File: config.mk
export PLATFORM = sky130hd
export DESIGN_NAME = gbcam_reg_bridge_flat
export DESIGN_NICKNAME = d
export VERILOG_FILES = /design/src/rtl/gbcam_reg_bridge_if.sv /design/src/rtl/gbcam_reg_bridge.sv /design/src/flat_wrapper.sv
export SDC_FILE = /design/constraint.sdc
export NUM_CORES = 1
export LEC_CHECK = 0
export CAP_MARGIN = 10
export CORE_MARGIN = 5
export CORE_UTILIZATION = 25
export CTS_BUF_LIST = sky130_fd_sc_hd__clkbuf_4
export DETAILED_ROUTE_END_ITERATION = 8
export PLACE_DENSITY = 0.41
export SYNTH_ARGS = -nofsm -noshare
export SYNTH_HDL_FRONTEND = slang
export SYNTH_SLANG_ARGS = --single-unit
export TNS_END_PERCENT = 100
File: constraint.sdc
create_clock -name sys_clock -period 2.9 [get_ports sys_clock]
set_input_delay 0.435 -clock sys_clock [delete_from_list [all_inputs] [get_ports sys_clock]]
set_output_delay 0.435 -clock sys_clock [all_outputs]
set_load 0.02 [all_outputs]
File: src/rtl/gbcam_reg_bridge_if.sv
// BRAM write-port handshake between the camera register bridge and
// the BRAM arbiter: request held with address/data until done.
interface gbcam_reg_bridge_if;
   logic       Bram_Req_Write;
   logic [9:0] Bram_Addr;
   logic [7:0] Bram_Data;
   logic       Bram_WriteRegDone;

   modport master (
      output Bram_Req_Write,
      output Bram_Addr,
      output Bram_Data,
      input  Bram_WriteRegDone
   );

   modport slave (
      input  Bram_Req_Write,
      input  Bram_Addr,
      input  Bram_Data,
      output Bram_WriteRegDone
   );
endinterface

File: src/rtl/gbcam_reg_bridge.sv
// Game Boy camera register window bridge: direct regs + queued BRAM writes.
// Define GBCAM_REG_READBACK_EN to make regs 1..NUM_REGS-1 readable.
module gbcam_reg_bridge #(
   parameter int         NUM_REGS   = 6,
   parameter logic [4:0] REG_BANK   = 5'h10,
   parameter int         ADDR_BITS  = 7,
   parameter logic [9:0] BRAM_BASE  = 10'h200,
   parameter int         FIFO_DEPTH = 4
) (
   input  logic                    sys_clock,
   input  logic                    sys_resetn,
   input  logic [15:0]             Cart_a,
   input  logic [7:0]              Cart_d,
   input  logic                    Cart_nRD,
   input  logic                    Cart_nWR,
   input  logic                    Cart_nCS,
   input  logic [4:0]              Ram_bank_id,
   input  logic                    Sig_CamCaptureFinish,
   output logic                    Reg_OutputValid,
   output logic [7:0]              Reg_OutputData,
   gbcam_reg_bridge_if.master      bram,
   output logic [8*NUM_REGS-1:0]   Reg_Flat,
   output logic                    Cam_Capture,
   output logic                    Fifo_Overflow
);

   localparam int PW = $clog2(FIFO_DEPTH);

   typedef enum logic {IDLE, BUSY} state_t;

   state_t state, state_nx;

   logic nwr_s1, nwr_s2, nwr_s3;
   logic ncs_s1, ncs_s2, ncs_s3;
   logic fin_s1, fin_s2, fin_s3;

   logic [7:0]  regs [NUM_REGS];
   logic [17:0] fifo_mem [FIFO_DEPTH];
   logic [PW-1:0] wr_ptr, rd_ptr;
   logic [PW:0]   count;

   logic                 sel, is_reg;
   logic [ADDR_BITS-1:0] off;
   logic [9:0]           bram_wa;
   logic [7:0]           rd_val;
   logic wr_fall, cs_fall, cs_rise, fin_rise;
   logic push_req, push, pop, full, empty;
   logic unused_ok;

   assign unused_ok = ^{Cart_a[12:ADDR_BITS], 1'b0};

   // Third stage gives a registered edge: pin edge at k acts at k+2
   always_ff @(posedge sys_clock or negedge sys_resetn) begin
      if (!sys_resetn) begin
         {nwr_s1, nwr_s2, nwr_s3} <= 3'b111;
         {ncs_s1, ncs_s2, ncs_s3} <= 3'b111;
         {fin_s1, fin_s2, fin_s3} <= 3'b000;
      end else begin
         {nwr_s1, nwr_s2, nwr_s3} <= {Cart_nWR, nwr_s1, nwr_s2};
         {ncs_s1, ncs_s2, ncs_s3} <= {Cart_nCS, ncs_s1, ncs_s2};
         {fin_s1, fin_s2, fin_s3} <= {Sig_CamCaptureFinish, fin_s1, fin_s2};
      end
   end

   assign wr_fall  = nwr_s3 & ~nwr_s2;
   assign cs_fall  = ncs_s3 & ~ncs_s2;
   assign cs_rise  = ~ncs_s3 & ncs_s2;
   assign fin_rise = fin_s2 & ~fin_s3;

   assign sel = (Cart_a[15:13] == 3'b101) && !Cart_nCS &&
                (Ram_bank_id == REG_BANK);
   assign off     = Cart_a[ADDR_BITS-1:0];
   assign is_reg  = int'(off) < NUM_REGS;
   assign bram_wa = BRAM_BASE + 10'(off) - 10'(NUM_REGS);

   assign full     = count == (PW+1)'(FIFO_DEPTH);
   assign empty    = count == '0;
   assign push_req = wr_fall && sel && !is_reg;
   assign push     = push_req && !full;

   always_ff @(posedge sys_clock or negedge sys_resetn) begin
      if (!sys_resetn) begin
         for (int i = 0; i < NUM_REGS; i++) regs[i] <= '0;
      end else begin
         for (int i = 0; i < NUM_REGS; i++)
            if (wr_fall && sel && int'(off) == i) regs[i] <= Cart_d;
         if (fin_rise) regs[0][0] <= 1'b0;
      end
   end

   always_comb begin
      Reg_Flat = '0;
      for (int i = 0; i < NUM_REGS; i++) Reg_Flat[8*i +: 8] = regs[i];
   end

   assign Cam_Capture = regs[0][0];

   always_comb begin
      rd_val = '0;
      if (int'(off) == 0) rd_val = regs[0];
`ifdef GBCAM_REG_READBACK_EN
      for (int i = 1; i < NUM_REGS; i++)
         if (int'(off) == i) rd_val = regs[i];
`endif
   end

   always_ff @(posedge sys_clock or negedge sys_resetn) begin
      if (!sys_resetn) begin
         Reg_OutputValid <= 1'b0;
         Reg_OutputData  <= '0;
      end else if (cs_fall && !Cart_nRD && sel) begin
         Reg_OutputValid <= 1'b1;
         Reg_OutputData  <= rd_val;
      end else if (cs_rise) begin
         Reg_OutputValid <= 1'b0;
         Reg_OutputData  <= '0;
      end
   end

   always_ff @(posedge sys_clock) begin
      if (push) fifo_mem[wr_ptr] <= {bram_wa, Cart_d};
   end

   always_ff @(posedge sys_clock or negedge sys_resetn) begin
      if (!sys_resetn) begin
         wr_ptr        <= '0;
         rd_ptr        <= '0;
         count         <= '0;
         Fifo_Overflow <= 1'b0;
      end else begin
         if (push) wr_ptr <= wr_ptr + 1'b1;
         if (pop)  rd_ptr <= rd_ptr + 1'b1;
         count <= count + (PW+1)'(push) - (PW+1)'(pop);
         if (push_req && full) Fifo_Overflow <= 1'b1;
      end
   end

   always_ff @(posedge sys_clock or negedge sys_resetn) begin
      if (!sys_resetn) state <= IDLE;
      else             state <= state_nx;
   end

   always_comb begin
      state_nx = state;
      pop      = 1'b0;
      unique case (state)
         IDLE: if (!empty) begin
            pop      = 1'b1;
            state_nx = BUSY;
         end
         BUSY: if (bram.Bram_WriteRegDone) state_nx = IDLE;
         default: state_nx = IDLE;
      endcase
   end

   always_ff @(posedge sys_clock or negedge sys_resetn) begin
      if (!sys_resetn) begin
         bram.Bram_Req_Write <= 1'b0;
         bram.Bram_Addr      <= '0;
         bram.Bram_Data      <= '0;
      end else if (pop) begin
         bram.Bram_Req_Write <= 1'b1;
         bram.Bram_Addr      <= fifo_mem[rd_ptr][17:8];
         bram.Bram_Data      <= fifo_mem[rd_ptr][7:0];
      end else if (state == BUSY && bram.Bram_WriteRegDone) begin
         bram.Bram_Req_Write <= 1'b0;
         bram.Bram_Addr      <= '0;
         bram.Bram_Data      <= '0;
      end
   end

endmodule

File: src/flat_wrapper.sv
// flat-port wrapper written by rule: the top's interface ports become plain ports
module gbcam_reg_bridge_flat 
#(
   parameter int         NUM_REGS   = 6,
   parameter logic [4:0] REG_BANK   = 5'h10,
   parameter int         ADDR_BITS  = 7,
   parameter logic [9:0] BRAM_BASE  = 10'h200,
   parameter int         FIFO_DEPTH = 4
)
  (sys_clock, sys_resetn, Cart_a, Cart_d, Cart_nRD, Cart_nWR, Cart_nCS, Ram_bank_id, Sig_CamCaptureFinish, Reg_OutputValid, Reg_OutputData, Reg_Flat, Cam_Capture, Fifo_Overflow, bram_Bram_Req_Write, bram_Bram_Addr, bram_Bram_Data, bram_Bram_WriteRegDone);
  gbcam_reg_bridge_if bram_i ();
  input  logic sys_clock;
  input  logic sys_resetn;
  input  logic [15:0] Cart_a;
  input  logic [7:0] Cart_d;
  input  logic Cart_nRD;
  input  logic Cart_nWR;
  input  logic Cart_nCS;
  input  logic [4:0] Ram_bank_id;
  input  logic Sig_CamCaptureFinish;
  output logic Reg_OutputValid;
  output logic [7:0] Reg_OutputData;
  output logic [8*NUM_REGS-1:0] Reg_Flat;
  output logic Cam_Capture;
  output logic Fifo_Overflow;
  output wire logic [$bits(bram_i.Bram_Req_Write)-1:0] bram_Bram_Req_Write;
  output wire logic [$bits(bram_i.Bram_Addr)-1:0] bram_Bram_Addr;
  output wire logic [$bits(bram_i.Bram_Data)-1:0] bram_Bram_Data;
  input wire logic [$bits(bram_i.Bram_WriteRegDone)-1:0] bram_Bram_WriteRegDone;
  assign bram_Bram_Req_Write = bram_i.Bram_Req_Write;
  assign bram_Bram_Addr = bram_i.Bram_Addr;
  assign bram_Bram_Data = bram_i.Bram_Data;
  assign bram_i.Bram_WriteRegDone = bram_Bram_WriteRegDone;
  gbcam_reg_bridge #(.NUM_REGS(NUM_REGS), .REG_BANK(REG_BANK), .ADDR_BITS(ADDR_BITS), .BRAM_BASE(BRAM_BASE), .FIFO_DEPTH(FIFO_DEPTH)) u_core (.sys_clock(sys_clock), .sys_resetn(sys_resetn), .Cart_a(Cart_a), .Cart_d(Cart_d), .Cart_nRD(Cart_nRD), .Cart_nWR(Cart_nWR), .Cart_nCS(Cart_nCS), .Ram_bank_id(Ram_bank_id), .Sig_CamCaptureFinish(Sig_CamCaptureFinish), .Reg_OutputValid(Reg_OutputValid), .Reg_OutputData(Reg_OutputData), .bram(bram_i), .Reg_Flat(Reg_Flat), .Cam_Capture(Cam_Capture), .Fifo_Overflow(Fifo_Overflow));
endmodule
==> flow_summary.toml, run 1 <==
[run]
drv_cap = 0

[timing]
slew_headroom_pct = 58.2
period_needed_ns = 2.22
hold_slack_ns = 0.297
drv_slew = 0
finalSetupTns_ns = 0
max_freq_mhz = 451
skew_ns = 0.0323
report.final.hold_viol_count = 0
setup_viol = 0
rsz0062_at_grt = "no"
fin_ws_ns = 0.682
worst_pin_slew_ns = 0.626
fin_crit_sh_pct = 76.5

[global_route]
grt_pass1_wl_um = 24500
first_global_vias = 3964
grt_usage_pct = 11.2
globalRouteOverflowTotal = 0
antenna_found_initial = 1
grt_max_degree = 50

[outcome]
status = "finished clean"

[final_layout]
drive_gt1_share_pct = 27.7
area_growth_syn_to_layout_pct = 30.5
fin_area_um2 = 8340
finalNetCount = 543

[clock_network]
clock-sinks = 166
cts_root_buffer = "clkbuf_4"
h-tree-depth = 4
cts-buffers-inserted = 17
clk_latency_ns = 0.55
clkTransAtPathRegs_ns = 0.14
cts_tree = "done"
cts_resized = 0
post-cts-setup-buffers = 0
clockBufferDepth = 2

[worst_setup_path]
critical_path.top_delay_family = "adder cells"
max_stage_delay_ns = 0.46
worstReg2RegEnd = "u_core.count[2]"
reg2reg_slack_ns = 0.68
required_ns = 3.36
worstPathCellList = "nor3_1 > nor2_1 > ha_1 > inv_1 > ha_1 > inv_1 > fa_1 > xnor2_1 > xnor2_1"
crit_fanout = 4
reg2reg_depth = 9
slowest_stage = "dfrtp_1"
critPathKind = "reg -> reg"
rr_startpoint = "u_core.count[1]"
endpoint_kind = "flip-flop"
worstSetupStartpointType = "flip-flop"
arrival_ns = 2.67
path_buf_inv = 2

[floorplanning]
core-area_um2 = 25200
initial_core_util_pct = 25.4
die_w_um = 170
row_count = 58
die_area_um2 = 28800
io_pins = 114
die_h_um = 170

[min_path]
min_to = "u_core.nwr_s1"
hold_depth = 1
hold_class = "in -> reg"
min_from = "Cart_nWR"

[yosys]
syn_area_um2 = 6390
synth_async_sr_flop_share_pct = 56.6
yosysMostFrequentCell = "dfrtp_1"
ys_seq_area_share_pct = 70.8
synth_top_area_share_pct = 34.5
synth_ff_type = "dfrtp_1"
syn-num-nets = 403
yosys.area.top_type = "dfrtp_1"
synthDistinctLibCells = 41
syn_inst = 359
ys_top_cells_by_area = "dfrtp_1 34%, edfxtp_1 34%, mux2_2 8.3%"
yosys-top-cells-count = "88 x dfrtp_1, 72 x edfxtp_1, 47 x mux2_2"
ys_ff_latch = 166
synth_edf_count = 72
syn_avg_cell_area_um2 = 17.8
yosysWarnings = 0

[routing]
ant_nets = 0
firstDrtPassIters = 6
drc = 0
first_iter_violations = 147
dr_total_vias = 3541
wire_per_inst_um = 18.2
wirelength_um = 15300
drt-vias-per-instance = 4.20

[pwr]
power.leakage_nw = 3.35
ir_drop_v = 0.000356
fin_total_pwr_mw = 5.43
powerDensity_nw_per_um2 = 651

[placement]
io_buffers = 107
place_ws_ns = 0.142
place_congestion = 0.710
placed_area_um2 = 8030
hpwl_um = 10600
where the power goes:
part	leakage (nW)	switching, mW	total (mW)	internal (mW)
Sequential	1.89	0.126	2.75	2.62
Clock	0.162	0.863	1.41	0.547
Combinational	1.30	0.617	1.27	0.651
metal layers:
| layer | vias to the layer above | part of all wire, % | global-route usage (%) | wire [um] |
|---|---|---|---|---|
| met4 | 0 | 1.1 | 2.94 | 165 |
| met2 | 93 | 48 | 17.8 | 7350 |
| met1 | 1797 | 45 | 14.9 | 6830 |
| met5 | - | 0 | 0 | 0 |
| met3 | 11 | 6.3 | 3.74 | 971 |
| li1 | 1640 | - | - | - |
state kept, by name, summed over array words and instances (netlist names), 2 cells and up:
signal                 flops
u_core.Reg_OutputData      8
u_core.fifo_mem           72
u_core.bram.Bram_Addr     10
u_core.rd_ptr              2
u_core.bram.Bram_Data      8
u_core.wr_ptr              2
u_core.count               3
u_core.Reg_Flat           47
placed cells by master (no fill, tap or decap), types with 3 or more instances in the layout:
cell,netlist,routed
xnor2_1,5,5
mux4_2,18,18
clkdlybuf4s50_1,0,106
o21ai_0,10,10
clkbuf_4,0,18
a22o_1,18,18
nand2_1,13,13
edfxtp_1,72,72
and2_1,5,5
buf_4,1,25
inv_6,0,5
nand4_2,3,3
dfrtp_1,88,88
dfstp_2,6,6
inv_1,10,10
nor4_4,3,3
xor2_1,4,4
mux2_2,47,47
nor3b_1,3,3
nand3_1,8,8
a21oi_1,3,3
ha_1,7,7
through the flow:
step	util [%]	cells
floorplan	-	359
global placement	31.9	809
detailed placement	31.9	809
CTS	33.1	842
global route	33.1	843
finish	33.1	843
area by class of cell:
cell class | instances | area (um^2)
multi-input combinational | 170 | 1770
sequential | 166 | 4520
timing repair buffer | 134 | 1300
tap | 330 | 413
antenna | 1 | 2.50
fill | 2437 | 16800
inverter | 10 | 37.5
clock inverter | 14 | 161
clock buffer | 18 | 135
repair_timing:
action,in CTS,in global routing
hold endpoints to repair,45,0
endpoints found under the setup margin,0,0
hold buffers,1,0
worst max-delay path by stage:
stage	from	endpoint	slack (ns)	cells after the start
after CTS	u_core.count[1]	u_core.count[2]	0.64	9
after detailed placement	Cart_nCS	u_core.count[2]	0.14	9
final	u_core.count[1]	u_core.count[2]	0.68	9
after global routing	u_core.count[1]	u_core.count[2]	0.50	9
after global placement	Cart_nCS	u_core.count[2]	0.14	9
after floorplan	Cart_nCS	u_core.count[2]	0.55	8
worst register-to-register path, cell delays in order (launching register included):
cell and delay [ns]:
dfrtp_1 0.46, nor3_1 0.37, nor2_1 0.13, ha_1 0.30, inv_1 0.06, ha_1 0.13
inv_1 0.05, fa_1 0.37, xnor2_1 0.17, xnor2_1 0.13
logic make-up (layout without fill, tap and decap cells):
| group | after synthesis | count (layout) | share of synthesized area [%] |
|---|---|---|---|
| AO/OA/AOI/OAI | 33 | 33 | 3.74 |
| XOR/XNOR | 9 | 9 | 1.23 |
| adder cells (fa/ha/maj) | 8 | 8 | 1.68 |
| buffers and inverters | 23 | 176 | 1.53 |
| flip-flops | 166 | 166 | 70.8 |
| multiplexers | 68 | 68 | 15.1 |
| other | 0 | 1 | 0 |
| AND/OR/NAND/NOR | 52 | 52 | 5.88 |
Power figures use the tool's default switching activity.
==> inputs of run 2 (changes only) <==
--- a/config.mk
+++ b/config.mk
@@ -10,7 +10,7 @@
 export CORE_UTILIZATION = 25
 export CTS_BUF_LIST = sky130_fd_sc_hd__clkbuf_4
 export DETAILED_ROUTE_END_ITERATION = 8
-export PLACE_DENSITY = 0.41
+export PLACE_DENSITY = 0.42
 export SYNTH_ARGS = -nofsm -noshare
 export SYNTH_HDL_FRONTEND = slang
 export SYNTH_SLANG_ARGS = --single-unit
==> constraint.sdc (replaced) <==
create_clock -name sys_clock -period 1.88 [get_ports sys_clock]
set_input_delay 0.282 -clock sys_clock [delete_from_list [all_inputs] [get_ports sys_clock]]
set_output_delay 0.282 -clock sys_clock [all_outputs]
set_load 0.02 [all_outputs]
==> run 2 against run 1 <==
The flow now finishes with violations (negative setup slack). Clock skew is 0.0076 ns lower. Final cell count is 3.8% higher. Global-route usage is 0.30 points lower. First-iteration DRC count is 2.7% lower. Non-clock buffer count is 32 higher. Critical path type unchanged.
==> flow_summary.toml, run 2 (same netlist as run 1, synthesis figures left out) <==
[clock_network]
cts-buffers-inserted = 17
clockBufferDepth = 2
clock-sinks = 166
cts_root_buffer = "clkbuf_4"
clk_latency_ns = 0.54
clkTransAtPathRegs_ns = 0.15
cts_tree = "done"
h-tree-depth = 4

[final_layout]
nFillCells = 2434
regMostFlops = "u_core.fifo_mem"
layout_commonest_cell = "dfrtp_1"
layout_common_cells = "88 x dfrtp_1, 72 x edfxtp_1, 70 x dlygate4sd2_1"
postLayoutCoreUtil_pct = 35.5
drive_gt1_share_pct = 34.9
largest_reg_flops = 72
area_growth_syn_to_layout_pct = 40.0
finalNetCount = 575

[timing]
drv_slew = 0
fin_ws_ns = -0.0702
fin_crit_sh_pct = 104
skew_ns = 0.0247
max_freq_mhz = 513
setup_viol = 70
report.final.hold_viol_count = 0
slew_headroom_pct = 65.8
rsz0062_at_grt = "yes"
worst_pin_slew_ns = 0.511
period_needed_ns = 1.95

[worst_setup_path]
endpoint_kind = "flip-flop"
arrival_ns = 2.38
crit_fanout = 2
required_ns = 2.31
critPathKind = "reg -> reg"
worstSetupStartpointType = "flip-flop"
reg2reg_slack_ns = -0.07

[global_route]
grt_pass1_wl_um = 24000
grt_usage_pct = 10.9
antenna_found_initial = 1
globalRouteOverflowTotal = 0
grt_max_degree = 38
first_global_vias = 3939

[placement]
place_congestion = 0.705
hpwl_um = 10700
io_buffers = 107

[outcome]
status = "complete, but fails checks"
violations = "negative setup slack"

[routing]
drt-vias-per-instance = 4.21
dr_total_vias = 3684
wl_met1_um = 7040
drc = 0
wire_per_inst_um = 18.0
wl_met3_um = 884
wirelength_um = 15700
firstDrtPassIters = 6
ant_nets = 0
top_layer = "met4"
first_iter_violations = 143
met2_length_um = 7600

[pwr]
ir_drop_v = 0.000388
power.leakage_nw = 4.07
powerDensity_nw_per_um2 = 980
fin_total_pwr_mw = 8.76

[floorplanning]
core-area_um2 = 25200
die_h_um = 170
row_count = 58
die_w_um = 170
io_pins = 114
die_area_um2 = 28800
initial_core_util_pct = 25.4

[run]
drv_cap = 0

[min_path]
hold_class = "in -> reg"
[run 2: cell types whose count changed in the layout (fill, tap and decap cells not counted), sizes merged, moves of 4 or more]
cell	before	now
clkbuf	18	22
buf	27	55
dlymetal6s2s	0	8
dlygate4sd2	0	70
clkdlybuf4s50	106	28
[run 2: metal layers]
| metal | up-vias | GRT usage [%] |
|---|---|---|
| li1 | 1703 | - |
| met1 | 1884 | 14.4 |
| met2 | 90 | 17.1 |
| met3 | 7 | 4.00 |
| met4 | 0 | 3.12 |
| met5 | - | 0 |
[run 2: repair_timing]
action	in CTS	in global routing
setup endpoints to repair	88	120
hold buffers	1	0
setup buffers	0	3
endpoints found under the hold margin	26	0
pin swaps	7	9
gates resized for setup	71	37
gates cloned	0	5
[run 2: worst max-delay path: stages (launching register included)]
cell	delay [ns]
dfrtp_1	0.44
buf_4	0.15
nor3b_1	0.13
buf_4	0.14
nor3_4	0.20
ha_4	0.15
inv_2	0.03
fa_2	0.34
xnor2_2	0.14
xnor2_1	0.13
[run 2: worst paths after layout]
check | from | endpoint | cells after the start
worst max-delay path | u_core.count[2] | u_core.count[2] | 9
worst min-delay path | Cart_nWR | u_core.nwr_s1 | 1
worst max register to register | u_core.count[2] | u_core.count[2] | 9
worst min register to register | u_core.nwr_s1 | u_core.nwr_s2 | 0
max in group asynchronous | sys_resetn | u_core.nwr_s1 | 3
min in group asynchronous | sys_resetn | u_core.bram.Bram_Addr[0] | 2
[run 2: cell type report]
type / count / area, um^2 / share of cell area, %
inverter: 10 / 40.0 / 0.448
multi-input combinational: 170 / 1950 / 21.8
clock inverter: 14 / 185 / 2.07
sequential: 166 / 4520 / 50.6
antenna: 1 / 2.50 / 0.0280
clock buffer: 18 / 135 / 1.51
timing repair buffer: 166 / 1690 / 18.9
tap: 330 / 413 / 4.62
[run 2: metrics by stage]
step           setup TNS, ns  cells  area, um^2  worst slack, ns  hold WS (ns)
2_1_floorplan         -0.358    359        6500           -0.141       -0.0136
3_3_place_gp          -67.64    833        8440           -0.561         0.254
4_1_cts                -2.64    866        8690           -0.122        0.0625
3_5_place_dp          -65.54    833        8440           -0.575         0.262
6_report               -2.04    875        8940          -0.0702         0.147
5_1_grt                -6.72    875        8940           -0.120        0.0620
[run 2: report_power, final]
part / internal [mW] / leakage [nW] / switching (mW)
sequential: 4.05 / 1.89 / 0.150
combinational: 1.12 / 2.00 / 1.08
clock: 0.986 / 0.178 / 1.38
total: 6.15 / 4.07 / 2.61
